### config.mk
export PLATFORM = sky130hd
export DESIGN_NAME = unidade_acesso_mem
export DESIGN_NICKNAME = d
export VERILOG_FILES = /design/src/rtl/unidade_acesso_mem_pkg.sv /design/src/rtl/unidade_acesso_mem_alinhador.sv /design/src/rtl/unidade_acesso_mem.sv
export SDC_FILE = /design/constraint.sdc
export NUM_CORES = 1
export LEC_CHECK = 0
export ABC_AREA = 0
export CORE_ASPECT_RATIO = 1.75
export CORE_UTILIZATION = 45
export CTS_CLUSTER_DIAMETER = 40
export CTS_CLUSTER_SIZE = 14
export DETAILED_ROUTE_END_ITERATION = 12
export PLACE_DENSITY = 0.79
export SLEW_MARGIN = 40
export SYNTH_ARGS = -nofsm -noshare
export SYNTH_HDL_FRONTEND = slang
export SYNTH_SLANG_ARGS = --single-unit
### constraint.sdc
create_clock -name CLK -period 4.8 [get_ports CLK]
set_clock_uncertainty 0.1 [all_clocks]
set_input_delay 0.72 -clock CLK [delete_from_list [all_inputs] [get_ports CLK]]
set_output_delay 0.72 -clock CLK [all_outputs]
set_load 0.01 [all_outputs]
### src/rtl/unidade_acesso_mem_pkg.sv
// Shared definitions for the load/store unit: access size encodings,
// FSM state type, byte lane width and the request legality check.
package pkg_acesso_mem;

  localparam int LARG_FAIXA = 8;

  localparam logic [1:0] TAM_PALAVRA   = 2'b00;
  localparam logic [1:0] TAM_MEIA      = 2'b01;
  localparam logic [1:0] TAM_BYTE      = 2'b10;
  localparam logic [1:0] TAM_RESERVADO = 2'b11;

  typedef enum logic [1:0] {
    OCIOSO   = 2'b00,
    LER      = 2'b01,
    ESCREVER = 2'b10,
    RESP     = 2'b11
  } estado_t;

  // A request is illegal when its size is reserved or its byte offset is
  // not a multiple of the access size.
  function automatic logic pedido_invalido(input logic [1:0] tamanho,
                                           input logic [1:0] offset);
    logic inval;
    inval = 1'b0;
    case (tamanho)
      TAM_PALAVRA: inval = (offset != 2'b00);
      TAM_MEIA:    inval = offset[0];
      TAM_BYTE:    inval = 1'b0;
      default:     inval = 1'b1;
    endcase
    return inval;
  endfunction

endpackage

### src/rtl/unidade_acesso_mem_alinhador.sv
// Combinational byte-lane steering: extracts and extends the loaded field,
// and merges sub-word store data into the previously read word.
module alinhador_dados
  import pkg_acesso_mem::*;
(
  input  logic [1:0]  tamanho_i,
  input  logic        sinal_i,
  input  logic [1:0]  offset_i,
  input  logic [31:0] leitura_i,
  input  logic [31:0] dado_i,
  output logic [31:0] carga_o,
  output logic [31:0] escrita_o
);

  logic [4:0]  deslocamento;
  logic [31:0] alinhado;
  logic [7:0]  campo_byte;
  logic [15:0] campo_meia;
  logic [31:0] mascara_byte;
  logic [31:0] mascara_meia;

  // Lane position in bits and the lane-aligned view of the read word.
  always_comb begin
    deslocamento = {offset_i, 3'b000};
    alinhado     = leitura_i >> deslocamento;
    campo_byte   = alinhado[7:0];
    campo_meia   = alinhado[15:0];
    mascara_byte = 32'h0000_00FF << deslocamento;
    mascara_meia = 32'h0000_FFFF << deslocamento;
  end

  // Load result: selected field, sign- or zero-extended; words pass through.
  always_comb begin
    carga_o = leitura_i;
    case (tamanho_i)
      TAM_BYTE: carga_o = {{24{sinal_i & campo_byte[7]}}, campo_byte};
      TAM_MEIA: carga_o = {{16{sinal_i & campo_meia[15]}}, campo_meia};
      default:  carga_o = leitura_i;
    endcase
  end

  // Store data: replace only the addressed lanes of the read word.
  always_comb begin
    escrita_o = dado_i;
    case (tamanho_i)
      TAM_BYTE: escrita_o = (leitura_i & ~mascara_byte) |
                            ({24'h0, dado_i[7:0]} << deslocamento);
      TAM_MEIA: escrita_o = (leitura_i & ~mascara_meia) |
                            ({16'h0, dado_i[15:0]} << deslocamento);
      default:  escrita_o = dado_i;
    endcase
  end

endmodule

### src/rtl/unidade_acesso_mem.sv
// Load/store initiator for a 256-word combinational-read data memory.
// Handshake: a request transfers on a rising edge where ReqValido and
// ReqPronto are both high; ReqPronto depends only on the FSM state, the
// requester must hold ReqValido and its fields until that edge, and the
// single-cycle RespValido pulse cannot be stalled.
module unidade_acesso_mem
  import pkg_acesso_mem::*;
#(
  parameter int LARG_END_PAL = 8,
  parameter int LARG_DADO    = 32
) (
  input  logic                    CLK,
  input  logic                    RST,
  input  logic                    ReqValido,
  output logic                    ReqPronto,
  input  logic                    ReqEscrita,
  input  logic [1:0]              ReqTamanho,
  input  logic                    ReqSinal,
  input  logic [LARG_END_PAL+1:0] ReqEndereco,
  input  logic [LARG_DADO-1:0]    ReqDado,
  output logic                    RespValido,
  output logic [LARG_DADO-1:0]    RespDado,
  output logic                    RespErro,
  output logic [LARG_END_PAL-1:0] EndLeitura,
  output logic [LARG_END_PAL-1:0] EndEscrita,
  output logic [LARG_DADO-1:0]    DadoMemEscrita,
  output logic                    CTRLEscritaMem,
  input  logic [LARG_DADO-1:0]    DadoMemoria,
  output estado_t                 EstadoDepuracao
);

  estado_t                 estado_q, estado_d;
  logic                    escrita_q, escrita_d;
  logic [1:0]              tamanho_q, tamanho_d;
  logic                    sinal_q, sinal_d;
  logic [LARG_END_PAL+1:0] endereco_q, endereco_d;
  logic [LARG_DADO-1:0]    dado_q, dado_d;
  logic [LARG_DADO-1:0]    leitura_q, leitura_d;
  logic                    erro_q, erro_d;

  logic [LARG_DADO-1:0]    carga;
  logic [LARG_DADO-1:0]    mesclado;

  alinhador_dados u_alinhador (
    .tamanho_i (tamanho_q),
    .sinal_i   (sinal_q),
    .offset_i  (endereco_q[1:0]),
    .leitura_i (leitura_q),
    .dado_i    (dado_q),
    .carga_o   (carga),
    .escrita_o (mesclado)
  );

  // State and latched request registers; reset clears everything.
  always_ff @(posedge CLK) begin
    if (RST) begin
      estado_q   <= OCIOSO;
      escrita_q  <= 1'b0;
      tamanho_q  <= 2'b00;
      sinal_q    <= 1'b0;
      endereco_q <= '0;
      dado_q     <= '0;
      leitura_q  <= '0;
      erro_q     <= 1'b0;
    end else begin
      estado_q   <= estado_d;
      escrita_q  <= escrita_d;
      tamanho_q  <= tamanho_d;
      sinal_q    <= sinal_d;
      endereco_q <= endereco_d;
      dado_q     <= dado_d;
      leitura_q  <= leitura_d;
      erro_q     <= erro_d;
    end
  end

  // Next-state, request capture and handshake/write-enable outputs.
  always_comb begin
    estado_d       = estado_q;
    escrita_d      = escrita_q;
    tamanho_d      = tamanho_q;
    sinal_d        = sinal_q;
    endereco_d     = endereco_q;
    dado_d         = dado_q;
    leitura_d      = leitura_q;
    erro_d         = erro_q;
    ReqPronto      = 1'b0;
    RespValido     = 1'b0;
    CTRLEscritaMem = 1'b0;
    case (estado_q)
      OCIOSO: begin
        ReqPronto = 1'b1;
        if (ReqValido) begin
          escrita_d  = ReqEscrita;
          tamanho_d  = ReqTamanho;
          sinal_d    = ReqSinal;
          endereco_d = ReqEndereco;
          dado_d     = ReqDado;
          erro_d     = pedido_invalido(ReqTamanho, ReqEndereco[1:0]);
          if (erro_d)
            estado_d = RESP;
          else if (ReqEscrita && (ReqTamanho == TAM_PALAVRA))
            estado_d = ESCREVER;
          else
            estado_d = LER;
        end
      end
      LER: begin
        leitura_d = DadoMemoria;
        estado_d  = escrita_q ? ESCREVER : RESP;
      end
      ESCREVER: begin
        // A reset arriving in this cycle must not let the write through.
        CTRLEscritaMem = !RST;
        estado_d       = RESP;
      end
      RESP: begin
        RespValido = 1'b1;
        estado_d   = OCIOSO;
      end
      default: estado_d = OCIOSO;
    endcase
  end

  // Datapath outputs: addresses always follow the latched word address;
  // response data is only non-zero for a successful load.
  always_comb begin
    EndLeitura      = endereco_q[LARG_END_PAL+1:2];
    EndEscrita      = endereco_q[LARG_END_PAL+1:2];
    DadoMemEscrita  = (estado_q == ESCREVER) ? mesclado : '0;
    RespErro        = RespValido && erro_q;
    RespDado        = (RespValido && !erro_q && !escrita_q) ? carga : '0;
    EstadoDepuracao = estado_q;
  end

endmodule

==> results of run 1 <==
[path summary, 6_finish.rpt]
path / from / end / slack (ns) / depth (start not counted)
worst max-delay path: endereco_q[0] / DadoMemEscrita[30] / 0.85 / 6
worst min-delay path: dado_q[18] / dado_q[18] / 0.35 / 2
worst max register to register: EstadoDepuracao[0] / dado_q[13] / 2.66 / 6
worst min register to register: dado_q[18] / dado_q[18] / 0.35 / 2
[worst min-delay path: stages, from the launching register on]
cell and delay [ns]:
dfxtp_1 0.31, nand2_1 0.05, a21oi_1 0.05
[placed cells by master, fill, tap and decap left out, types with 16 or more instances in the layout]
| master | netlist | final |
|---|---|---|
| nor2_1 | 67 | 67 |
| mux2i_1 | 48 | 48 |
| nand2_1 | 168 | 168 |
| inv_1 | 24 | 24 |
| o22ai_1 | 16 | 16 |
| a21oi_1 | 72 | 72 |
| dfxtp_1 | 81 | 80 |
| clkdlybuf4s50_1 | 0 | 165 |
| o21ai_0 | 39 | 39 |
| a221oi_1 | 31 | 31 |
[state kept, by name, indices dropped and copies added, names as in the netlist]
signal	count
dado_q	32
EstadoDepuracao	2
leitura_q	32
tamanho_q	2
endereco_q	10
erro_q	1
sinal_q	1
escrita_q	1
[power groups by stage]
stage          Combinational, mW  Clock, mW  Sequential, mW
2_1_floorplan              0.977          0           0.942
3_3_place_gp                1.37          0            1.05
3_5_place_dp                1.40          0            1.06
4_1_cts                     1.40      0.699            1.04
5_1_grt                     1.54      0.734            1.06
6_report                    1.41      0.692            1.05
[area by class of cell]
type,instances,area [um^2]
fillers,1039,4190
multi-input cells,520,3010
repair buffers,175,1720
flip-flops and latches,81,1620
clock buffers,10,239
well taps,132,165
inverters,25,93.8
clock inverters,6,57.6
[kinds of logic after synthesis]
family | synth area share (%)
muxes | 9.86
buffers and inverters | 9.49
and+or+nand+nor | 20.6
DFF | 31.8
adders and majority gates | 2.45
AOI/OAI and AO/OA | 25.8
[layer usage]
| layer | vias up | wire length [um] | track usage, % | share of wire, % |
|---|---|---|---|---|
| li1 | 2628 | - | - | - |
| met1 | 2532 | 6840 | 36.8 | 37 |
| met2 | 261 | 9710 | 56.7 | 53 |
| met3 | 59 | 1040 | 4.35 | 5.6 |
| met4 | 0 | 896 | 16.1 | 4.8 |
| met5 | - | 0 | 0 | 0 |
[through the flow]
stage               setup slack, ns  std cells  utilization (%)  hold WS (ns)
floorplan                      2.16        701                -         0.333
global placement               1.26        933             59.5         0.341
detailed placement             1.25        933             59.6         0.344
CTS                           0.883        949             62.3         0.353
global route                  0.729        949             62.3         0.371
finish                        0.850        949             62.3         0.351
[synthesized netlist by cell type, types with 2 or more instances]
master and instances:
o2bb2ai_1 7, buf_1 6, o211ai_1 7, clkbuf_1 35, nand2_1 168, o21ai_0 39, a221oi_1 31, buf_6 3
nand2b_1 3, buf_2 11, ha_1 10, nor2b_1 12, a21oi_1 72, a22o_1 8, dfxtp_1 81, a22oi_1 8
o22ai_1 16, or2_2 2, nor2_1 67, a211oi_1 3, inv_1 24, o21a_1 2, mux2i_1 48, buf_4 19
and2_1 2, nor3_1 3
==> flow_summary_export.csv, run 1 <==
group,metric,value,unit
grt,track_usage,32.2,%
detailed_routing,route.vias.total,5480,
logic_synthesis,synth_top_area_cell,"dfxtp_1",
flow_run,cap_viol_max_count,0,
timing,slew_violations,0,
worst_setup_path,worst_setup_path_end_kind,"output pin",
hold_path,hold_path_class,"flop to flop",
timing,worst_slew_pin_slew,0.820,ns
logic_synthesis,synth_top_area_share,31.8,%
logic_synthesis,async_flop_share,0,%
place,io_buffers,166,
logic_synthesis,synth_edf_count,0,
detailed_routing,routed_wl,18.5,mm
timing,finalSetupViolCount,0,
cts,htreeDepth,3,
detailed_routing,drc_errors,0,
worst_setup_path,crit_path_top_delay_cell,"dfxtp_1",
logic_synthesis,synthFlopType,"dfxtp_1",
cts,numClockSinks,81,
floorplanning,start_util,46.0,%
cts,cts_hold_buf,0,
grt,grt_max_degree,82,
power_and_ir_drop,switchingPower,1.34,mW
power_and_ir_drop,power.share.switching,42.5,%
power_and_ir_drop,clkPwrFrac,22.0,%
timing,maxSlewHeadroom,45.3,%
logic_synthesis,synth_nets,792,
status,status,"completed",
worst_setup_path,crit_path_cell_trace,"buf_4 -> ha_1 -> o22ai_1 -> a221oi_1 -> nor2_1 -> clkdlybuf4s50_1",
logic_synthesis,ys_seq_area_share,31.8,%
logic_synthesis,ys_types,40,
logic_synthesis,yosys-top-cells-area,"dfxtp_1 (32%), nand2_1 (12%), mux2i_1 (9.4%)",
cts,cts_tree,"done",
worst_setup_path,path_buf_inv,2,
power_and_ir_drop,power_density,456,nW/um^2
cts,cts_max_path_buffers,2,
place,placed_area,6620,um^2
detailed_routing,drtAntennaViolNets,0,
grt,grt_pass1_vias,5227,
worst_setup_path,cpLargestDelayFamily,"buffers and inverters",
cells_and_area,antenna_cells,0,
floorplanning,die_h,143,um
detailed_routing,wire_per_inst,19.5,um
power_and_ir_drop,intPower,1.81,mW
cts,clk_pin_slew,0.06,ns
timing,setup_tns,0,ns
timing,finalCritPeriodShare,82.3,%
worst_setup_path,path_class,"flop to output pin",
logic_synthesis,synth_cells,701,
floorplanning,dieArea,11800,um^2
timing,maxClockFrequency,253,MHz
cts,numCtsBuffers,9,
cells_and_area,drive_above_1_share,4.65,%
cts,cts_resized,0,
worst_setup_path,critPathRequiredTime,3.98,ns
worst_setup_path,worstPathArrival,3.13,ns
power_and_ir_drop,power_leakage,2.48,nW
logic_synthesis,syn_avg_cell_area,7.28,um^2
grt,grt.overflow.total,0,
power_and_ir_drop,power,3.15,mW
logic_synthesis,yosys_warnings,0,
worst_setup_path,start_kind,"flop",
grt,grt_antenna_before_repair,0,
worst_setup_path,cp_max_fo,21,
floorplanning,core-area,11100,um^2
floorplanning,rows,51,
worst_setup_path,slowest_delay,0.74,ns
grt,grt_pass1_wl,28.1,mm
place,gp_congestion,0.924,
power_and_ir_drop,power_frac_comb,44.7,%
power_and_ir_drop,pwr-share-seq,33.3,%
detailed_routing,vias_per_cell,5.77,
detailed_routing,dr.pass1.iters,5,
cts,clockRootBuffer,"clkbuf_16",
place,hpwlAfterDp,13.8,mm
logic_synthesis,ys_ff_latch,81,
timing,rsz0062_at_grt,"no",
cells_and_area,num-nets-final,903,
detailed_routing,drtIter0Drc,522,
timing,hold_violations,0,
power_and_ir_drop,vdd_drop_max,0.475,mV
floorplanning,io_pins,167,
cells_and_area,synthToLayoutAreaGrowth,35.5,%
logic_synthesis,syn_area,5100,um^2
cts,clkLatencyLatePin,0.34,ns
floorplanning,die_w,82.5,um
timing,layout_min_cycle_time,3.95,ns
cells_and_area,fin_area,6920,um^2
cts,cts_setup_buffers,0,
Power figures use the tool's default switching activity.
==> run 2: changes to the inputs <==
==> constraint.sdc (replaced) <==
create_clock -name CLK -period 3.7 [get_ports CLK]
set_clock_uncertainty 0.1 [all_clocks]
set_input_delay 0.555 -clock CLK [delete_from_list [all_inputs] [get_ports CLK]]
set_output_delay 0.555 -clock CLK [all_outputs]
set_load 0.01 [all_outputs]
==> run 2 against run 1 <==
  * Sequential share of layout area is 0.31 points lower
  * Critical endpoint is now RespDado[13]
  * Hold slack better by 0.0025 ns
  * Wire length up 4.6%
  * Power increased by 33%
  * Critical path depth stayed put
  * Core utilization is 0.83 points higher
  * Register-to-register slack lost 0.85 ns
  * Cell count increased by 0.95%
  * Non-clock buffer count is 9 higher
  * Clock-buffer cell count unchanged
  * Sequential cell count did not move
==> flow_summary_export.csv, run 2 (same netlist as run 1, synthesis figures left out) <==
group,metric,value,unit
flow_run,cap_viol_max_count,0,
grt,grt_pass1_wl,29.2,mm
grt,grt_pass1_vias,5422,
worst_setup_path,worstPathArrival,2.82,ns
timing,rsz0062_at_grt,"no",
worst_setup_path,critPathRequiredTime,3.04,ns
grt,track_usage,33.7,%
worst_setup_path,reg2reg_depth,6,
detailed_routing,vias_per_cell,5.86,
worst_setup_path,slowest_delay,0.67,ns
detailed_routing,drtAntennaViolNets,0,
detailed_routing,drtIter0Drc,550,
detailed_routing,wire_per_inst,20.2,um
cells_and_area,fin_area,7010,um^2
power_and_ir_drop,vdd_drop_max,0.614,mV
cells_and_area,top_regs,"dado_q: 32 flops, leitura_q: 32 flops, endereco_q: 10 flops",
timing,layout_min_cycle_time,3.48,ns
worst_setup_path,cpLargestDelayFamily,"buffers and inverters",
place,io_buffers,166,
cts,cts_setup_buffers,0,
timing,hold-worst-slack,0.353,ns
grt,grt_max_degree,82,
cts,cts_max_path_buffers,2,
hold_path,hold_path_class,"flop to flop",
worst_setup_path,endpoint,"RespDado[13]",
cells_and_area,num-nets-final,912,
timing,hold_violations,0,
cells_and_area,final_common_cell,"nand2_1",
worst_setup_path,rrSetupSlack,1.81,ns
floorplanning,rows,51,
cells_and_area,drive_above_1_share,5.93,%
place,placed_area,6680,um^2
timing,setup_tns,0,ns
worst_setup_path,worst_r2r_endpoint,"dado_q[12]",
worst_setup_path,path_class,"flop to output pin",
floorplanning,start_util,46.0,%
cts,clkLatencyLatePin,0.34,ns
timing,worst_slew_pin_slew,0.627,ns
grt,grt.overflow.total,0,
cts,clockRootBuffer,"clkbuf_16",
detailed_routing,dr.pass1.iters,5,
hold_path,hp-start,"dado_q[25]",
floorplanning,dieArea,11800,um^2
floorplanning,io_pins,167,
power_and_ir_drop,power,4.20,mW
timing,finalSetupViolCount,0,
cts,numCtsBuffers,9,
place,gp_congestion,1.03,
status,status,"completed",
cells_and_area,antenna_cells,0,
timing,slew_violations,0,
floorplanning,core-area,11100,um^2
power_and_ir_drop,power_density,599,nW/um^2
cts,htreeDepth,3,
worst_setup_path,worst_setup_path_end_kind,"output pin",
timing,maxClockFrequency,288,MHz
worst_setup_path,start_kind,"flop",
cells_and_area,final_cell_mix,"nand2_1 (168), clkdlybuf4s50_1 (165), dfxtp_1 (80)",
place,hpwlAfterDp,14.7,mm
cts,cts_tree,"done",
detailed_routing,drc_errors,0,
worst_setup_path,crit_path_top_delay_cell,"dfxtp_2",
cts,numClockSinks,81,
worst_setup_path,crit_path_cell_trace,"buf_4 -> mux2i_1 -> o2bb2ai_1 -> nand2_1 -> a221oi_1 -> clkdlybuf4s50_1",
floorplanning,die_w,82.5,um
timing,finalCritPeriodShare,93.9,%
power_and_ir_drop,power_leakage,2.53,nW
worst_setup_path,path_buf_inv,2,
detailed_routing,routed_wl,19.3,mm
floorplanning,die_h,143,um
worst_setup_path,path_depth,6,
grt,grt_antenna_before_repair,0,
cells_and_area,synthToLayoutAreaGrowth,37.3,%
worst_setup_path,crit_start,"endereco_q[1]",
cts,clk_pin_slew,0.07,ns
detailed_routing,route.vias.total,5612,
worst_setup_path,reg2reg_from,"EstadoDepuracao[0]",
timing,maxSlewHeadroom,58.1,%
worst_setup_path,cp_max_fo,36,
-- run 2: worst min-delay path by stage --
stage	to	slack, ns	depth (start not counted)
6_report	dado_q[25]	0.35	2
5_1_grt	dado_q[25]	0.37	2
4_1_cts	dado_q[31]	0.35	2
3_5_place_dp	dado_q[31]	0.34	2
3_3_place_gp	dado_q[31]	0.34	2
2_1_floorplan	dado_q[16]	0.33	2
-- run 2: what timing repair did --
item,in CTS,in global routing
resized for setup,0,2
endpoints found under the setup margin,0,3
hold buffers,0,0
-- run 2: report_power, final --
group	switching, mW	leakage (nW)	total [mW]	internal (mW)
Combinational	1.08	1.71	1.91	0.828
Clock	0.395	0.154	0.945	0.550
Sequential	0.280	0.663	1.34	1.06
-- run 2: tightest hold or removal path, cell delays in order, from the launching register on --
cell     delay, ns
dfxtp_1       0.31
nand2_1       0.05
a21oi_1       0.05
-- run 2: layout make-up --
cell class	count	area [um^2]
Clock buffer	10	239
Sequential cell	81	1620
Clock inverter	6	73.8
Multi-Input combinational cell	520	3020
Inverter	25	93.8
Timing Repair Buffer	184	1800
Fill cell	1034	4100
Tap cell	132	165
-- run 2: through the flow --
step | utilization [%] | std cells | worst slack [ns]
2_1_floorplan | - | 701 | 1.23
3_3_place_gp | 60.1 | 942 | 0.602
3_5_place_dp | 60.2 | 942 | 0.580
4_1_cts | 63.0 | 958 | 0.194
5_1_grt | 63.1 | 958 | 0.0204
6_report | 63.1 | 958 | 0.224
-- run 2: per-layer routing --
layer	routed length [um]	vias to the layer above	track usage, %
met1	6840	2576	36.0
li1	-	2647	-
met4	1490	0	24.1
met3	1290	94	5.69
met2	9720	295	57.9
met5	0	-	0
